## config.mk

```make
export PLATFORM = sky130hd
export DESIGN_NAME = hevc_fdct32_1d
export DESIGN_NICKNAME = d
export VERILOG_FILES = /design/src/rtl/hevc_dct_pkg.sv /design/src/rtl/hevc_fdct32_mac.sv /design/src/rtl/hevc_fdct32_1d.sv
export SDC_FILE = /design/constraint.sdc
export NUM_CORES = 1
export LEC_CHECK = 0
export CORE_MARGIN = 5
export CORE_UTILIZATION = 58
export CTS_CLUSTER_DIAMETER = 200
export DETAILED_ROUTE_END_ITERATION = 7
export DONT_BUFFER_PORTS = 1
export GPL_TIMING_DRIVEN = 0
export PLACE_DENSITY_LB_ADDON = 0.2
export SLEW_MARGIN = 20
export SYNTH_ARGS = -nofsm -noshare
export SYNTH_HDL_FRONTEND = slang
export SYNTH_SLANG_ARGS = --single-unit
```

## constraint.sdc

```tcl
create_clock -name clk -period 13.1 [get_ports clk]
set_input_delay 2.62 -clock clk [delete_from_list [all_inputs] [get_ports clk]]
set_output_delay 2.62 -clock clk [all_outputs]
set_load 0.05 [all_outputs]
```

## src/rtl/hevc_dct_pkg.sv

```systemverilog
// rtl/hevc_dct_pkg.sv - shared constants, state enum and DCT32 coefficient lookup
package hevc_dct_pkg;

    localparam int N = 32;

    typedef enum logic [1:0] {
        LOAD,
        MAC,
        EMIT
    } state_t;

    // Magnitude of the HEVC basis value for angle m*pi/64, m = 0..32.
    function automatic logic [7:0] dct32_base(input logic [5:0] m);
        logic [7:0] v;
        case (m)
            6'd0:  v = 8'd64;  6'd1:  v = 8'd90;  6'd2:  v = 8'd90;  6'd3:  v = 8'd90;
            6'd4:  v = 8'd89;  6'd5:  v = 8'd88;  6'd6:  v = 8'd87;  6'd7:  v = 8'd85;
            6'd8:  v = 8'd83;  6'd9:  v = 8'd82;  6'd10: v = 8'd80;  6'd11: v = 8'd78;
            6'd12: v = 8'd75;  6'd13: v = 8'd73;  6'd14: v = 8'd70;  6'd15: v = 8'd67;
            6'd16: v = 8'd64;  6'd17: v = 8'd61;  6'd18: v = 8'd57;  6'd19: v = 8'd54;
            6'd20: v = 8'd50;  6'd21: v = 8'd46;  6'd22: v = 8'd43;  6'd23: v = 8'd38;
            6'd24: v = 8'd36;  6'd25: v = 8'd31;  6'd26: v = 8'd25;  6'd27: v = 8'd22;
            6'd28: v = 8'd18;  6'd29: v = 8'd13;  6'd30: v = 8'd9;   6'd31: v = 8'd4;
            default: v = 8'd0;
        endcase
        return v;
    endfunction

    // The 32x32 DCT matrix: C[k][n] follows cos((2n+1)k*pi/64), folded into the first quadrant.
    function automatic logic signed [7:0] dct32_coef(input logic [4:0] k, input logic [4:0] n);
        logic [6:0] m;
        logic       neg;
        logic [7:0] mag;
        m = 7'({1'b0, n, 1'b1}) * 7'({2'b00, k});
        if (m > 7'd64) m = 7'd0 - m;
        neg = (m > 7'd32);
        if (neg) m = 7'd64 - m;
        mag = dct32_base(m[5:0]);
        return neg ? $signed(8'd0 - mag) : $signed(mag);
    endfunction

endpackage

```

## src/rtl/hevc_fdct32_mac.sv

```systemverilog
// rtl/hevc_fdct32_mac.sv - accumulate one DCT row, round and saturate the result
module hevc_fdct32_mac #(
    parameter int IN_W  = 16,
    parameter int OUT_W = 16,
    parameter int SHIFT = 4
) (
    input  logic                    clk,
    input  logic                    rst_n,
    input  logic                    clear,
    input  logic                    acc_en,
    input  logic signed [7:0]       coef,
    input  logic signed [IN_W-1:0]  sample,
    output logic signed [OUT_W-1:0] result
);

    localparam int     ACC_W = IN_W + 13;
    localparam int     RND   = 1 << (SHIFT - 1);
    localparam longint MAX_L = (longint'(1) << (OUT_W - 1)) - 1;
    localparam longint MIN_L = -(longint'(1) << (OUT_W - 1));

    logic signed [IN_W+7:0]  prod;
    logic signed [ACC_W-1:0] acc;
    logic signed [ACC_W:0]   rounded;
    logic signed [ACC_W:0]   shifted;

    assign prod = sample * coef;

    always_ff @(posedge clk or negedge rst_n) begin
        if (!rst_n) begin
            acc <= '0;
        end else if (clear) begin
            acc <= '0;
        end else if (acc_en) begin
            acc <= acc + ACC_W'(prod);
        end
    end

    // One guard bit keeps the rounding add from wrapping near full scale.
    assign rounded = $signed({acc[ACC_W-1], acc}) + (ACC_W+1)'(RND);
    assign shifted = rounded >>> SHIFT;

    always_comb begin
        result = shifted[OUT_W-1:0];
        if (shifted > (ACC_W+1)'(MAX_L)) begin
            result = OUT_W'(MAX_L);
        end else if (shifted < (ACC_W+1)'(MIN_L)) begin
            result = OUT_W'(MIN_L);
        end
    end

endmodule

```

## src/rtl/hevc_fdct32_1d.sv

```systemverilog
// rtl/hevc_fdct32_1d.sv - serial 32-point HEVC forward DCT, one coefficient per 33 cycles
module hevc_fdct32_1d
    import hevc_dct_pkg::*;
#(
    parameter int IN_W  = 16,
    parameter int OUT_W = 16,
    parameter int SHIFT = 4
) (
    input  logic             clk,
    input  logic             rst_n,
    input  logic             in_valid,
    output logic             in_ready,
    input  logic [IN_W-1:0]  in_data,
    output logic             out_valid,
    input  logic             out_ready,
    output logic [OUT_W-1:0] out_data,
    output logic [4:0]       out_idx,
    output logic             out_last,
    output logic             busy
);

    state_t state, state_nxt;
    logic [4:0] cnt;
    logic [4:0] k;
    logic [4:0] mac_n;
    logic       ready_en;
    logic       accept;
    logic       out_hs;
    logic       mac_clear;
    logic signed [7:0]       coef;
    logic signed [OUT_W-1:0] mac_result;
    logic signed [IN_W-1:0]  samples [N];

    assign accept    = in_valid && in_ready;
    assign out_hs    = (state == EMIT) && out_valid && out_ready;
    assign in_ready  = ready_en && (state == LOAD);
    assign busy      = (state != LOAD);
    assign mac_clear = (accept && cnt == 5'd31) || (out_hs && k != 5'd31);
    assign coef      = dct32_coef(k, mac_n);

    always_comb begin
        state_nxt = state;
        case (state)
            LOAD: if (accept && cnt == 5'd31) state_nxt = MAC;
            MAC:  if (mac_n == 5'd31) state_nxt = EMIT;
            EMIT: if (out_hs) state_nxt = (k == 5'd31) ? LOAD : MAC;
            default: state_nxt = LOAD;
        endcase
    end

    always_ff @(posedge clk or negedge rst_n) begin
        if (!rst_n) begin
            state     <= LOAD;
            cnt       <= '0;
            k         <= '0;
            mac_n     <= '0;
            ready_en  <= 1'b0;
            out_valid <= 1'b0;
            out_data  <= '0;
            out_idx   <= '0;
            out_last  <= 1'b0;
        end else begin
            state    <= state_nxt;
            ready_en <= 1'b1;
            if (accept) cnt <= cnt + 5'd1;
            if (state == MAC) mac_n <= mac_n + 5'd1;
            // Outputs register on the first EMIT cycle, once the last product has landed.
            if (state == EMIT && !out_valid) begin
                out_valid <= 1'b1;
                out_data  <= mac_result;
                out_idx   <= k;
                out_last  <= (k == 5'd31);
            end else if (out_hs) begin
                out_valid <= 1'b0;
                k         <= (k == 5'd31) ? 5'd0 : k + 5'd1;
                if (k == 5'd31) cnt <= '0;
            end
        end
    end

    always_ff @(posedge clk) begin
        if (accept) samples[cnt] <= $signed(in_data);
    end

    hevc_fdct32_mac #(
        .IN_W  (IN_W),
        .OUT_W (OUT_W),
        .SHIFT (SHIFT)
    ) u_mac (
        .clk    (clk),
        .rst_n  (rst_n),
        .clear  (mac_clear),
        .acc_en (state == MAC),
        .coef   (coef),
        .sample (samples[mac_n]),
        .result (mac_result)
    );

endmodule

```

# Word-level counts from Yosys, hierarchy flattened

Memories as Yosys holds them, arrays and structs flattened.
Index checks and enable logic that the tools add are counted.

$add $sub $neg: 8
$mul: 2
Magnitude comparators: 4
Equal/unequal tests: 9
Multiplexer cells: 22
Bitwise gates (word level): 1
Reductions and logical operators: 15

Operators with widths:

| kind                  | count |
|---|---|
| $mux 29               | 2 |
| $mux 16               | 2 |
| $add 29x5->30 const B | 1 |
| $add 29x24->29        | 1 |
| $gt 26x16->1 const B  | 1 |
| $lt 26x16->1 const B  | 1 |
| $mux 5                | 5 |
| $mul 16x8->24         | 1 |
| $mux 8                | 2 |
| $add 5x1->5 const B   | 3 |
| $eq 5x5->1 const B    | 3 |
| $sub 1x8->8 const A   | 1 |
| $gt 7x6->1 const B    | 1 |
| $gt 7x7->1 const B    | 1 |
| $logic_and 1x1->1     | 7 |
| $mul 6x5->7           | 1 |
| $mux 7                | 1 |
| $sub 1x7->7 const A   | 1 |
| $mux 2                | 3 |
| $mux 6                | 1 |
| $pmux 2 s3            | 1 |
| $reduce_bool 2->1     | 3 |
| $sub 1x6->6 const A   | 1 |
| $mux 1                | 5 |
| 11 further kinds      | 12 |

Flip-flop bits (word level): 70
Memory bits (writable): 512
Bits in read-only memories: 224
Input port bits: 20
Output and inout port bits: 25
Logic and storage cells: 73
Memories: 2

Memory list:

| name             | depth | bits a word | read ports | clocked after Yosys merged registers in | wr ports | RTL line             | source |
|---|---|---|---|---|---|---|---|
| samples          | 32    | 16          | 1          | 0                                       | 1        | hevc_fdct32_1d.sv:32 | `logic signed [IN_W-1:0] samples [N];` |
| (name not given) | 32    | 7           | 1          | 0                                       | 0        | hevc_dct_pkg.sv:15   | `case (m)` |

# Depth between registers and ports, before layout

An unclocked memory read counts as a cell.

Depth after elaboration: 13
Depth in mapped cells: 55
Gate-level depth less buffers: 52

# Cells and area by module

A second synthesis with hierarchy kept.

Cells, all modules: 2,013
Area total of the unflattened synthesis: 31,141.1 sq um

By module, submodules not included:

| module          | times used | cells each | area an instance (sq um) | seq. area each (sq um) |
|---|---|---|---|---|
| hevc_fdct32_1d  | 1          | 1,170      | 23,212.3                 | 16,400.7 |
| hevc_fdct32_mac | 1          | 843        | 7,928.9                  | 725.7 |

# Worst setup path before layout

OpenSTA, ideal clock, no wires.

Path kind: reg2reg
Start: register mac_n[0]
End: register u_mac.acc[27]
Library setup time: 0.133 ns
Arrival time: 12.377 ns
Required time: 12.967 ns
Setup slack: 0.590 ns
Stages on the path, launching flop included: 52
Path buffers: 4
Period minus slack after synthesis: 12.510 ns
Cell sequence: dfrtp_1 -> clkbuf_1 -> buf_1 -> clkbuf_1 -> and2_1 -> fa_1 -> inv_1 -> fa_1 -> fa_1 -> inv_1 -> ha_1 -> a21o_1 -> a21oi_1 -> xnor2_2 -> xnor2_1 -> nand2_1 -> mux2i_1 -> ha_1 -> [16 not listed] -> inv_1 -> fa_1 -> fa_1 -> inv_1 -> ha_1 -> ha_1 -> a21oi_1 -> o21bai_1 -> a21oi_1 -> o21bai_1 -> a21o_1 -> o41a_1 -> a31oi_1 -> a21oi_1 -> or4_1 -> a31oi_1 -> xor2_1 -> o21ai_0

Word-level cells in the longest chain between the ends: 13
Elaborated cells on any way between the ends: 16
Classes of those cells: add/sub (4); mul (2); order compare (2); mux (6); memory (2)

Ends and longest elaborated chain:

| what                                      | RTL line                               | source |
|---|---|---|
| from (decl)                               | hevc_fdct32_1d.sv:25                   | `logic [4:0] mac_n;` |
| from (signal assigned)                    | hevc_fdct32_1d.sv:66                   | `if (state == MAC) mac_n <= mac_n + 5'd1;` |
| $mul 6x5->7                               | hevc_dct_pkg.sv:34                     | `m = 7'({1'b0, n, 1'b1}) * 7'({2'b00, k});` |
| $sub 1x7->7 or $gt 7x7->1 (tied branches) | hevc_dct_pkg.sv:35                     | `if (m > 7'd64) m = 7'd0 - m;` |
| $mux 7                                    | hevc_dct_pkg.sv:35                     |  |
| $sub 1x6->6 or $gt 7x6->1 (tied branches) | hevc_dct_pkg.sv:37, hevc_dct_pkg.sv:36 |  |
| $mux 6                                    | hevc_dct_pkg.sv:37                     | `if (neg) m = 7'd64 - m;` |
| $mem_v2 32x7                              | -                                      |  |
| $mux 8                                    | hevc_dct_pkg.sv:15                     |  |
| $sub 1x8->8                               | hevc_dct_pkg.sv:39                     | `return neg ? $signed(8'd0 - mag) : $signed(mag);` |
| $mux 8                                    | hevc_dct_pkg.sv:39                     |  |
| $mul 16x8->24 (*)                         | hevc_fdct32_mac.sv:26                  | `assign prod = sample * coef;` |
| $add 29x24->29 (*)                        | hevc_fdct32_mac.sv:34                  | `acc <= acc + ACC_W'(prod);` |
| $mux 29 (*)                               | hevc_fdct32_mac.sv:33                  | `end else if (acc_en) begin` |
| $mux 29 (*)                               | hevc_fdct32_mac.sv:31                  | `end else if (clear) begin` |
| to (signal assigned)                      | hevc_fdct32_mac.sv:34                  |  |
| to (decl)                                 | hevc_fdct32_mac.sv:22                  | `logic signed [ACC_W-1:0] acc;` |

Every way passes the cells marked *; elsewhere a longest branch is shown, timed or not. The select of a mux whose other input is x is not followed.
A chain may end at the register's enable or synchronous reset.

# Worst setup path after layout

Start: register mac_n[1]
End: register u_mac.acc[27]

Same word-level chain as after synthesis.

==> flow_metrics.env <==
export IMPL_setup_viol=0
export IMPL_core_um2=51400
export IMPL_setup_tns_ns=0
export IMPL_finalInstanceArea_um2=33600
export IMPL_die_area_um2=56700
export IMPL_synth_most_common_cell="edfxtp_1"
export IMPL_dr_first_iter_drc_count=1682
export IMPL_synth_top_family_by_area="adder cells"
export IMPL_final_max_slew_viol_count=0
export IMPL_yosysWarnings=0
export IMPL_overflow=0
export IMPL_hold_depth=2
export IMPL_grt_usage_pct=25.4
export IMPL_wire_per_inst_um=26.1
export IMPL_worstReg2RegStart="mac_n[1]$_DFFE_PN0P_"
export IMPL_cp_data_required_time_ns=13.57
export IMPL_drive_gt1_share_pct=18.7
export IMPL_via_per_inst=6.23
export IMPL_finClkSkew_ns=0.0436
export IMPL_syn_inst=1924
export IMPL_fp_dieW_um=238
export IMPL_rows=83
export IMPL_totalWireLength_mm=70.9
export IMPL_max_stage_delay_ns=0.58
export IMPL_worst_path_most_repeated_cell="fa_1"
export IMPL_min_delay_start="u_mac.acc[11]$_DFFE_PN0P_"
export IMPL_n_antenna_cell=0
export IMPL_end_kind="flop"
export IMPL_maxCapViolations=0
export IMPL_clkSinkCount=582
export IMPL_fmax_mhz=79.5
export IMPL_muxShareOfSynthArea_pct=13.2
export IMPL_hold_end="u_mac.acc[11]$_DFFE_PN0P_"
export IMPL_tightest_slew_ns=1.03
export IMPL_crit_slowest_cell="fa_1"
export IMPL_ys_flop_type="edfxtp_1"
export IMPL_clk_pin_slew_ns=0.06
export IMPL_cts_buffer_depth=3
export IMPL_globalplace_congestion=0.876
export IMPL_r2r_slack_ns=0.52
export IMPL_grt_pass1_vias=17800
export IMPL_grt_pass1_wl_mm=109
export IMPL_startpoint_type="flop"
export IMPL_num_vias=16900
export IMPL_yosys_top_cells_count="512 x edfxtp_1, 175 x inv_1, 160 x mux4_2"
export IMPL_ff2ff_path_depth=48
export IMPL_outcome="finished clean"
export IMPL_io_pins=45
export IMPL_cts_made_buffers=57
export IMPL_synthAdderAreaFrac_pct=14.1
export IMPL_fin_crit_sh_pct=96.0
export IMPL_cts_tree="built"
export IMPL_synth_compound_area_share_pct=4.41
export IMPL_r2r_end="u_mac.acc[27]$_DFFE_PN0P_"
export IMPL_synth_seq_cells=582
export IMPL_syn_num_nets=2191
export IMPL_period_needed_ns=12.58
export IMPL_fin_nets=2261
export IMPL_yosys_area_share_xor_xnor_pct=1.96
export IMPL_seq_area_frac_synth_pct=56.7
export IMPL_drt_pre_antenna_iters=5
export IMPL_portBuffers=0
export IMPL_syn_area_um2=30200
export IMPL_start_util_pct=58.7
export IMPL_fill_cells=3501
export IMPL_final_antenna_net_count=0
export IMPL_fp_dieH_um=238
export IMPL_cts_root_buffer="clkbuf_16"
export IMPL_synth_avg_cell_area_um2=15.7
export IMPL_synthSimpleGateAreaFrac_pct=6.35
export IMPL_synth_top_cell_by_area="edfxtp_1"
export IMPL_synthDominantCellAreaShare_pct=50.9
export IMPL_async_reset_ff_share_pct=12.0
export IMPL_hold_violations=0
export IMPL_placed_area_um2=31500
export IMPL_arrival_ns=13.05
export IMPL_drc=0
export IMPL_syn_to_final_growth_pct=11.2
export IMPL_cts_max_level=2
export IMPL_dp_hpwl_mm=46.7
export IMPL_synthTopCellsByArea="edfxtp_1 51%, mux4_2 12%, fa_1 10%, dfrtp_1 5.8%, ha_1 3.7%"
export IMPL_antenna_found_initial=1
export IMPL_crit_type="flop to flop"
export IMPL_crit_fanout=18
export IMPL_relSlewSlack_pct=29.3
export IMPL_grt_max_degree=71
export IMPL_clock_latency_ns=0.64
export IMPL_yosys_cell_types_count=81
export IMPL_hold_path_class="flop to flop"
export IMPL_synth_edf_count=512
per-layer routing:
| layer | vias to the layer above | track usage, % | share of wire, % |
|---|---|---|---|
| met2 | 668 | 42.3 | 50 |
| met3 | 118 | 3.42 | 6.4 |
| met5 | - | 0 | 0 |
| li1 | 7267 | - | - |
| met4 | 0 | 7.44 | 2.9 |
| met1 | 8876 | 35.9 | 41 |
how the worst max path moves through the flow:
stage | from | end | slack, ns | cells past startpoint
final | mac_n[1]$_DFFE_PN0P_ | u_mac.acc[27]$_DFFE_PN0P_ | 0.52 | 48
after global routing | mac_n[1]$_DFFE_PN0P_ | u_mac.acc[27]$_DFFE_PN0P_ | -0.02 | 50
after CTS | mac_n[0]$_DFFE_PN0P_ | u_mac.acc[27]$_DFFE_PN0P_ | 0.04 | 47
after detailed placement | mac_n[0]$_DFFE_PN0P_ | u_mac.acc[27]$_DFFE_PN0P_ | -2.30 | 47
after global placement | mac_n[0]$_DFFE_PN0P_ | u_mac.acc[28]$_DFFE_PN0P_ | -2.21 | 54
after floorplan | mac_n[0]$_DFFE_PN0P_ | u_mac.acc[27]$_DFFE_PN0P_ | 0.59 | 51
per-stage QoR:
step	utilization [%]	instances	hold WS (ns)	setup slack, ns
finish	65.3	2717	0.497	0.521
global route	65.3	2717	0.525	-0.0160
CTS	65.0	2713	0.498	0.0385
detailed placement	61.2	2611	0.485	-2.30
global placement	60.4	2604	0.480	-2.21
floorplan	-	1924	0.464	0.590
state kept, by name (all words and copies together) (netlist names):
name and count:
cnt 5, k 5, mac_n 5, out_data 16, out_idx 5, out_last 1, out_valid 1, ready_en 1
samples 512, state 2, u_mac.acc 29
cell families after synthesis:
kind of cell | after synthesis
AO/OA/AOI/OAI | 193
XOR/XNOR | 64
adder cells (fa/ha/maj) | 247
buffers and inverters | 251
flip-flops | 582
multiplexers | 195
other | 1
AND/OR/NAND/NOR | 391
worst max-delay path: cells and delay by family, from the launching register on:
kind / cells / cell delay (ns)
AOI/OAI and AO/OA: 15 / 3.05
xor gates and xnor gates: 3 / 0.55
adders and majority gates: 13 / 5.51
buffers and inverters: 9 / 0.99
DFF: 1 / 0.39
muxes: 4 / 0.98
and+or+nand+nor: 4 / 0.96
what timing repair did:
| item | CTS | global route |
|---|---|---|
| hold buffers | 0 | 0 |
| buffers inserted | 4 | 4 |
| pin swaps | 3 | 3 |
| setup endpoints to repair | 22 | 8 |
| gates resized for setup | 26 | 24 |
layout by cell type (no fill, tap or decap), types with 29 or more instances in the layout:
master / instances
edfxtp_1: 512
inv_1: 175
mux4_2: 160
fa_1: 157
ha_1: 88
nand2_1: 85
nor2_1: 85
dfrtp_1: 68
clkbuf_16: 57
clkbuf_1: 47
o21ai_0: 46
xnor2_1: 40
nor2b_1: 32
nor2_4: 32
a21oi_1: 29
area by class of cell:
class | instances | area [um2] | share of cell area, %
flip-flops and latches | 582 | 17100 | 51.0
multi-input cells | 1091 | 12500 | 37.2
clock buffers | 69 | 1470 | 4.38
well taps | 680 | 851 | 2.54
inverters | 176 | 661 | 1.97
clock inverters | 33 | 380 | 1.13
plain buffers | 71 | 343 | 1.02
repair buffers | 15 | 228 | 0.679
Power is not shown: default switching activity piles up to over one toggle a cycle in this logic, so the estimate is an artifact.
